File: src/rtl/dec_fwd_scoreboard.sv
// dec_fwd_scoreboard
//   Decode-stage forwarding and load-use hazard unit. A shift-register scoreboard
//   holds the instructions in flight in stages 1..DEPTH after decode (1=EXE, 2=MEM, ...).
//   For each decode source operand, the youngest matching producer is selected.
//   A load whose data is not yet forwardable stalls decode until it drains far enough.
//
// Ports
//   clk, rst_n     clock (rising edge), asynchronous active-low reset
//   dec_valid      valid instruction in decode
//   dec_rs         NUM_SRC packed source addresses, operand i at [i*REG_AW +: REG_AW]
//   dec_src_used   per-operand "actually read" flags
//   dec_we/wa      decode instruction register write enable / address
//   dec_is_load    decode instruction is a load
//   flush          kill the decode instruction
//   fwd_sel        per-operand select: 0=regfile, 2k-1=ALU result at stage k,
//                  2k=load data at stage k
//   stall          hold PC and IF/ID
//   issue          decode instruction enters EXE this cycle
//
// Optional feature (macro HAZARD_STATS_EN)
//   stats_clr      synchronous clear of both counters (wins over increment)
//   stall_cnt      saturating count of stall cycles
//   fwd_cnt        saturating count of issue cycles with any non-zero fwd_sel

module dec_fwd_scoreboard #(
  parameter int unsigned REG_AW   = 5,
  parameter int unsigned NUM_SRC  = 2,
  parameter int unsigned DEPTH    = 2,
  parameter int unsigned LOAD_LAT = 2,
  parameter int unsigned SEL_W    = $clog2(2 * DEPTH + 1)
) (
  input  logic                      clk,
  input  logic                      rst_n,
  input  logic                      dec_valid,
  input  logic [NUM_SRC*REG_AW-1:0] dec_rs,
  input  logic [NUM_SRC-1:0]        dec_src_used,
  input  logic                      dec_we,
  input  logic [REG_AW-1:0]         dec_wa,
  input  logic                      dec_is_load,
  input  logic                      flush,
  output logic [NUM_SRC*SEL_W-1:0]  fwd_sel,
  output logic                      stall,
`ifdef HAZARD_STATS_EN
  input  logic                      stats_clr,
  output logic [31:0]               stall_cnt,
  output logic [31:0]               fwd_cnt,
`endif
  output logic                      issue
);

  // Entry index j holds stage k = j+1.
  logic [DEPTH-1:0]             v_q, v_d;
  logic [DEPTH-1:0]             we_q, we_d;
  logic [DEPTH-1:0]             ld_q, ld_d;
  logic [DEPTH-1:0][REG_AW-1:0] wa_q, wa_d;

  logic             hazard;
  logic [SEL_W-1:0] sel;
  logic             haz_op;
  logic [REG_AW-1:0] rs;

  // Operand select: walk from oldest to youngest so the youngest match is written last.
  always_comb begin
    fwd_sel = '0;
    hazard  = 1'b0;
    sel     = '0;
    haz_op  = 1'b0;
    rs      = '0;
    for (int i = 0; i < int'(NUM_SRC); i++) begin
      sel    = '0;
      haz_op = 1'b0;
      rs     = dec_rs[i*REG_AW +: REG_AW];
      for (int k = int'(DEPTH); k >= 1; k--) begin
        if (v_q[k-1] && we_q[k-1] && (wa_q[k-1] == rs) && (rs != '0) &&
            dec_src_used[i] && dec_valid) begin
          if (ld_q[k-1] && (k < int'(LOAD_LAT))) begin
            sel    = '0;
            haz_op = 1'b1;
          end else if (ld_q[k-1]) begin
            sel    = SEL_W'(2 * k);
            haz_op = 1'b0;
          end else begin
            sel    = SEL_W'(2 * k - 1);
            haz_op = 1'b0;
          end
        end
      end
      fwd_sel[i*SEL_W +: SEL_W] = sel;
      hazard = hazard | haz_op;
    end
  end

  assign stall = hazard & ~flush;
  assign issue = dec_valid & ~stall & ~flush;

  // Stage 1 takes the issuing instruction or a bubble; the rest simply shift.
  always_comb begin
    v_d  = v_q;
    we_d = we_q;
    ld_d = ld_q;
    wa_d = wa_q;
    v_d[0]  = issue;
    we_d[0] = issue & dec_we;
    ld_d[0] = issue & dec_is_load;
    wa_d[0] = issue ? dec_wa : '0;
    for (int j = 1; j < int'(DEPTH); j++) begin
      v_d[j]  = v_q[j-1];
      we_d[j] = we_q[j-1];
      ld_d[j] = ld_q[j-1];
      wa_d[j] = wa_q[j-1];
    end
  end

  always_ff @(posedge clk or negedge rst_n) begin
    if (!rst_n) begin
      v_q  <= '0;
      we_q <= '0;
      ld_q <= '0;
      wa_q <= '0;
    end else begin
      v_q  <= v_d;
      we_q <= we_d;
      ld_q <= ld_d;
      wa_q <= wa_d;
    end
  end

`ifdef HAZARD_STATS_EN
  logic [31:0] stall_cnt_q, stall_cnt_d;
  logic [31:0] fwd_cnt_q, fwd_cnt_d;

  always_comb begin
    stall_cnt_d = stall_cnt_q;
    fwd_cnt_d   = fwd_cnt_q;
    if (stats_clr) begin
      stall_cnt_d = '0;
      fwd_cnt_d   = '0;
    end else begin
      if (stall && (stall_cnt_q != 32'hFFFF_FFFF)) begin
        stall_cnt_d = stall_cnt_q + 32'd1;
      end
      if (issue && (fwd_sel != '0) && (fwd_cnt_q != 32'hFFFF_FFFF)) begin
        fwd_cnt_d = fwd_cnt_q + 32'd1;
      end
    end
  end

  always_ff @(posedge clk or negedge rst_n) begin
    if (!rst_n) begin
      stall_cnt_q <= '0;
      fwd_cnt_q   <= '0;
    end else begin
      stall_cnt_q <= stall_cnt_d;
      fwd_cnt_q   <= fwd_cnt_d;
    end
  end

  assign stall_cnt = stall_cnt_q;
  assign fwd_cnt   = fwd_cnt_q;
`endif

endmodule

File: config.mk
export PLATFORM = sky130hd
export DESIGN_NAME = dec_fwd_scoreboard
export DESIGN_NICKNAME = d
export VERILOG_FILES = /design/src/rtl/dec_fwd_scoreboard.sv
export SDC_FILE = /design/constraint.sdc
export NUM_CORES = 1
export LEC_CHECK = 0
export CORE_MARGIN = 3
export CORE_UTILIZATION = 44
export DETAILED_ROUTE_END_ITERATION = 16
export GPL_ROUTABILITY_DRIVEN = 0
export PLACE_DENSITY = 0.78
export REMOVE_ABC_BUFFERS = 1
export SLEW_MARGIN = 40
export SYNTH_ARGS = -nofsm -noshare
export SYNTH_HDL_FRONTEND = slang
export SYNTH_SLANG_ARGS = --single-unit
File: constraint.sdc
create_clock -name clk -period 2.1 [get_ports clk]
set_input_delay 0.315 -clock clk [delete_from_list [all_inputs] [get_ports clk]]
set_output_delay 0.315 -clock clk [all_outputs]
set_load 0.02 [all_outputs]
==> impl_metrics.ini <==
[timing]
fin_crit_sh_pct = 107.6
rsz0062_at_grt = true
fmax_ghz = 0.4426
relSlewSlack_pct = 55.54
finalClockSkew_ns = 0.003227
setup_viol = 8
min_period_ns = 2.259
finalSetupTns_ns = -0.6305
drv_slew = 0
final.setup.worst_slack_ns = -0.1592
tightest_slew_ns = 0.6648
finalHoldViolCount = 0

[synth]
synthCells = 88
ys_types = 24
synth-seq-area-share_pct = 45.26
ys_seq_elements = 16
avgSynthCellArea_sq_um = 10.05
syn_area_sq_um = 884.6
ys_warn_count = 0

[route]
wl_mm = 2.168
drc = 0
via_per_inst = 5.098
routedWlPerCell_um = 13.22
dr.pass1.iters = 4
route.vias.total = 836
drtIter0Drc = 18
ant_nets = 0

[power_and_ir_drop]
power_density_nw_per_um2 = 480.9
vdd_drop_max_mv = 0.4577
power_mw = 0.6535
p_leak_nw = 0.6200

[setup_path]
crit_chain = clkdlybuf4s50_1 -> nand2_1 -> a21o_1 -> or4_4 -> a211oi_2 -> buf_4
path_class = in -> out
reg2reg_slack_ns = 0.50
cp-end-kind = output pin
critPathMaxStageDelay_ns = 0.55
start_kind = input port
cp.required_ns = 1.78
crit_family = buffers and inverters
reg2reg_depth = 6
cp_max_fo = 4
cp.arrival_ns = 1.94
r2r-end = wa_d[5]
r2r-start = wa_d[8]
critPathBufInv = 2
slowest_stage = or4_4

[die]
die_w_um = 50.84
rows = 15
coreArea_sq_um = 1821
io_pins = 31
initial_core_util_pct = 48.59
fp.dieH_um = 50.84
dieArea_sq_um = 2585

[global_route]
antenna_found_initial = 0
grtUsageTotal_pct = 19.41
grt_max_degree = 17
grt_overflow = 0
grt_pass1_vias = 856
grt_pass1_wl_mm = 3.815

[clock_network]
cts_sinks = 16
cts_root_buf = clkbuf_4
htreeDepth = 1
cts_hold_buf = 0
cts_tree = yes
cts_made_buffers = 3
clkSlewWorstSetupHoldPaths_ns = 0.09
max-clock-path-buffers = 2
clk_latency_ns = 0.27

[min_path]
hold_path.class = in -> async

[placement]
dp_hpwl_mm = 1.856
numPortBuffers = 30
detailedPlace.worstSlack_ns = -0.7895

[status]
violations = setup timing
status = complete, but fails checks

[final_layout]
layout.nets = 163
n_antenna_cell = 0
syn2layout_area_growth_pct = 53.61
utilization_pct = 74.64
drive_above_1_share_pct = 27.34

[job]
maxCapViolCount = 0
## cell usage after synthesis, drive strengths merged
cell | count | area share, %
nor2 | 2 | 0.85
xnor2 | 18 | 18
a21oi | 7 | 4.0
a21boi | 1 | 0.85
or4 | 4 | 4.2
buf | 1 | 0.42
nand3 | 2 | 1.1
nand2 | 10 | 4.2
mux2i | 2 | 2.3
a211o | 2 | 2.1
o22ai | 1 | 0.71
a211oi | 1 | 1.4
nand4 | 6 | 4.2
nor3 | 4 | 2.3
nor2b | 3 | 2.1
and3 | 2 | 1.6
dfrtp | 16 | 45
inv | 1 | 0.42
clkbuf | 1 | 0.42
xor2 | 2 | 2.0
a21o | 2 | 1.7
## state kept, by name (all words and copies together) (netlist names)
name / count
v_q: 2
wa_d: 5
wa_q: 5
we_q: 2
ld_q: 2
## per-layer routing
layer / up-vias / GRT usage, % / share of wire, %
met5: - / 0 / 0
met4: 0 / 4.484 / 0.46
met3: 2 / 2.332 / 4.9
met2: 25 / 37.17 / 53
met1: 394 / 22.85 / 42
li1: 415 / - / -
## placed cells by master, fill, tap and decap left out, drive strengths merged
cell           count
mux2i              2
dlygate4sd2       12
inv                1
buf               27
clkbuf             4
a21oi              7
a211oi             1
a211o              2
and3               2
nand3              2
xor2               2
nand2             10
nor2b              3
nor2               2
dfrtp             16
xnor2             18
a21boi             1
a21o               2
clkdlybuf4s50     10
or4                4
nand4              6
o22ai              1
nor3               4
## per-stage QoR
stage | instance area (sq um) | cells | hold WS, ns
final | 1359 | 164 | 0.4440
after global routing | 1359 | 164 | 0.4707
after CTS | 1355 | 164 | 0.4494
after detailed placement | 1336 | 158 | 0.4296
after global placement | 1336 | 158 | 0.4309
after floorplan | 877.1 | 86 | 0.01941
## worst max-delay path by stage
| stage | start | end | slack (ns) | depth (start not counted) |
|---|---|---|---|---|
| after floorplan | wa_d[5] | stall | 0.20 | 4 |
| after global placement | dec_rs[0] | stall | -0.76 | 6 |
| after detailed placement | dec_rs[0] | stall | -0.79 | 6 |
| after CTS | wa_d[9] | stall | -0.18 | 5 |
| after global routing | wa_d[5] | stall | -0.28 | 5 |
| final | dec_src_used[1] | stall | -0.16 | 6 |
## cells by family after synthesis
group | synth area share [%]
AO/OA/AOI/OAI | 10.75
XOR/XNOR | 19.80
buffers and inverters | 1.272
flip-flops | 45.26
multiplexers | 2.263
AND/OR/NAND/NOR | 20.65
## cell type report
| class | count | area, sq um |
|---|---|---|
| tap | 25 | 31.28 |
| inverter | 1 | 3.754 |
| timing repair buffer | 49 | 401.6 |
| clock buffer | 4 | 36.28 |
| multi-input combinational | 69 | 485.5 |
| fill | 140 | 461.7 |
| sequential | 16 | 400.4 |
## report_power, final
part	switching [mW]	internal, mW	total (mW)	leakage [nW]
clock	0.0853	0.105	0.191	0.0210
combinational	0.0538	0.0763	0.130	0.385
sequential	0.0127	0.320	0.333	0.214
total	0.152	0.502	0.653	0.620
## timing repair
action | in CTS | in global routing
gates cloned | 0 | 0
endpoints found under the setup margin | 8 | 8
pin swaps | 11 | 3
buffers inserted | 2 | 0
resized for setup | 52 | 2
No activity file was read; power rests on OpenSTA's default activity.
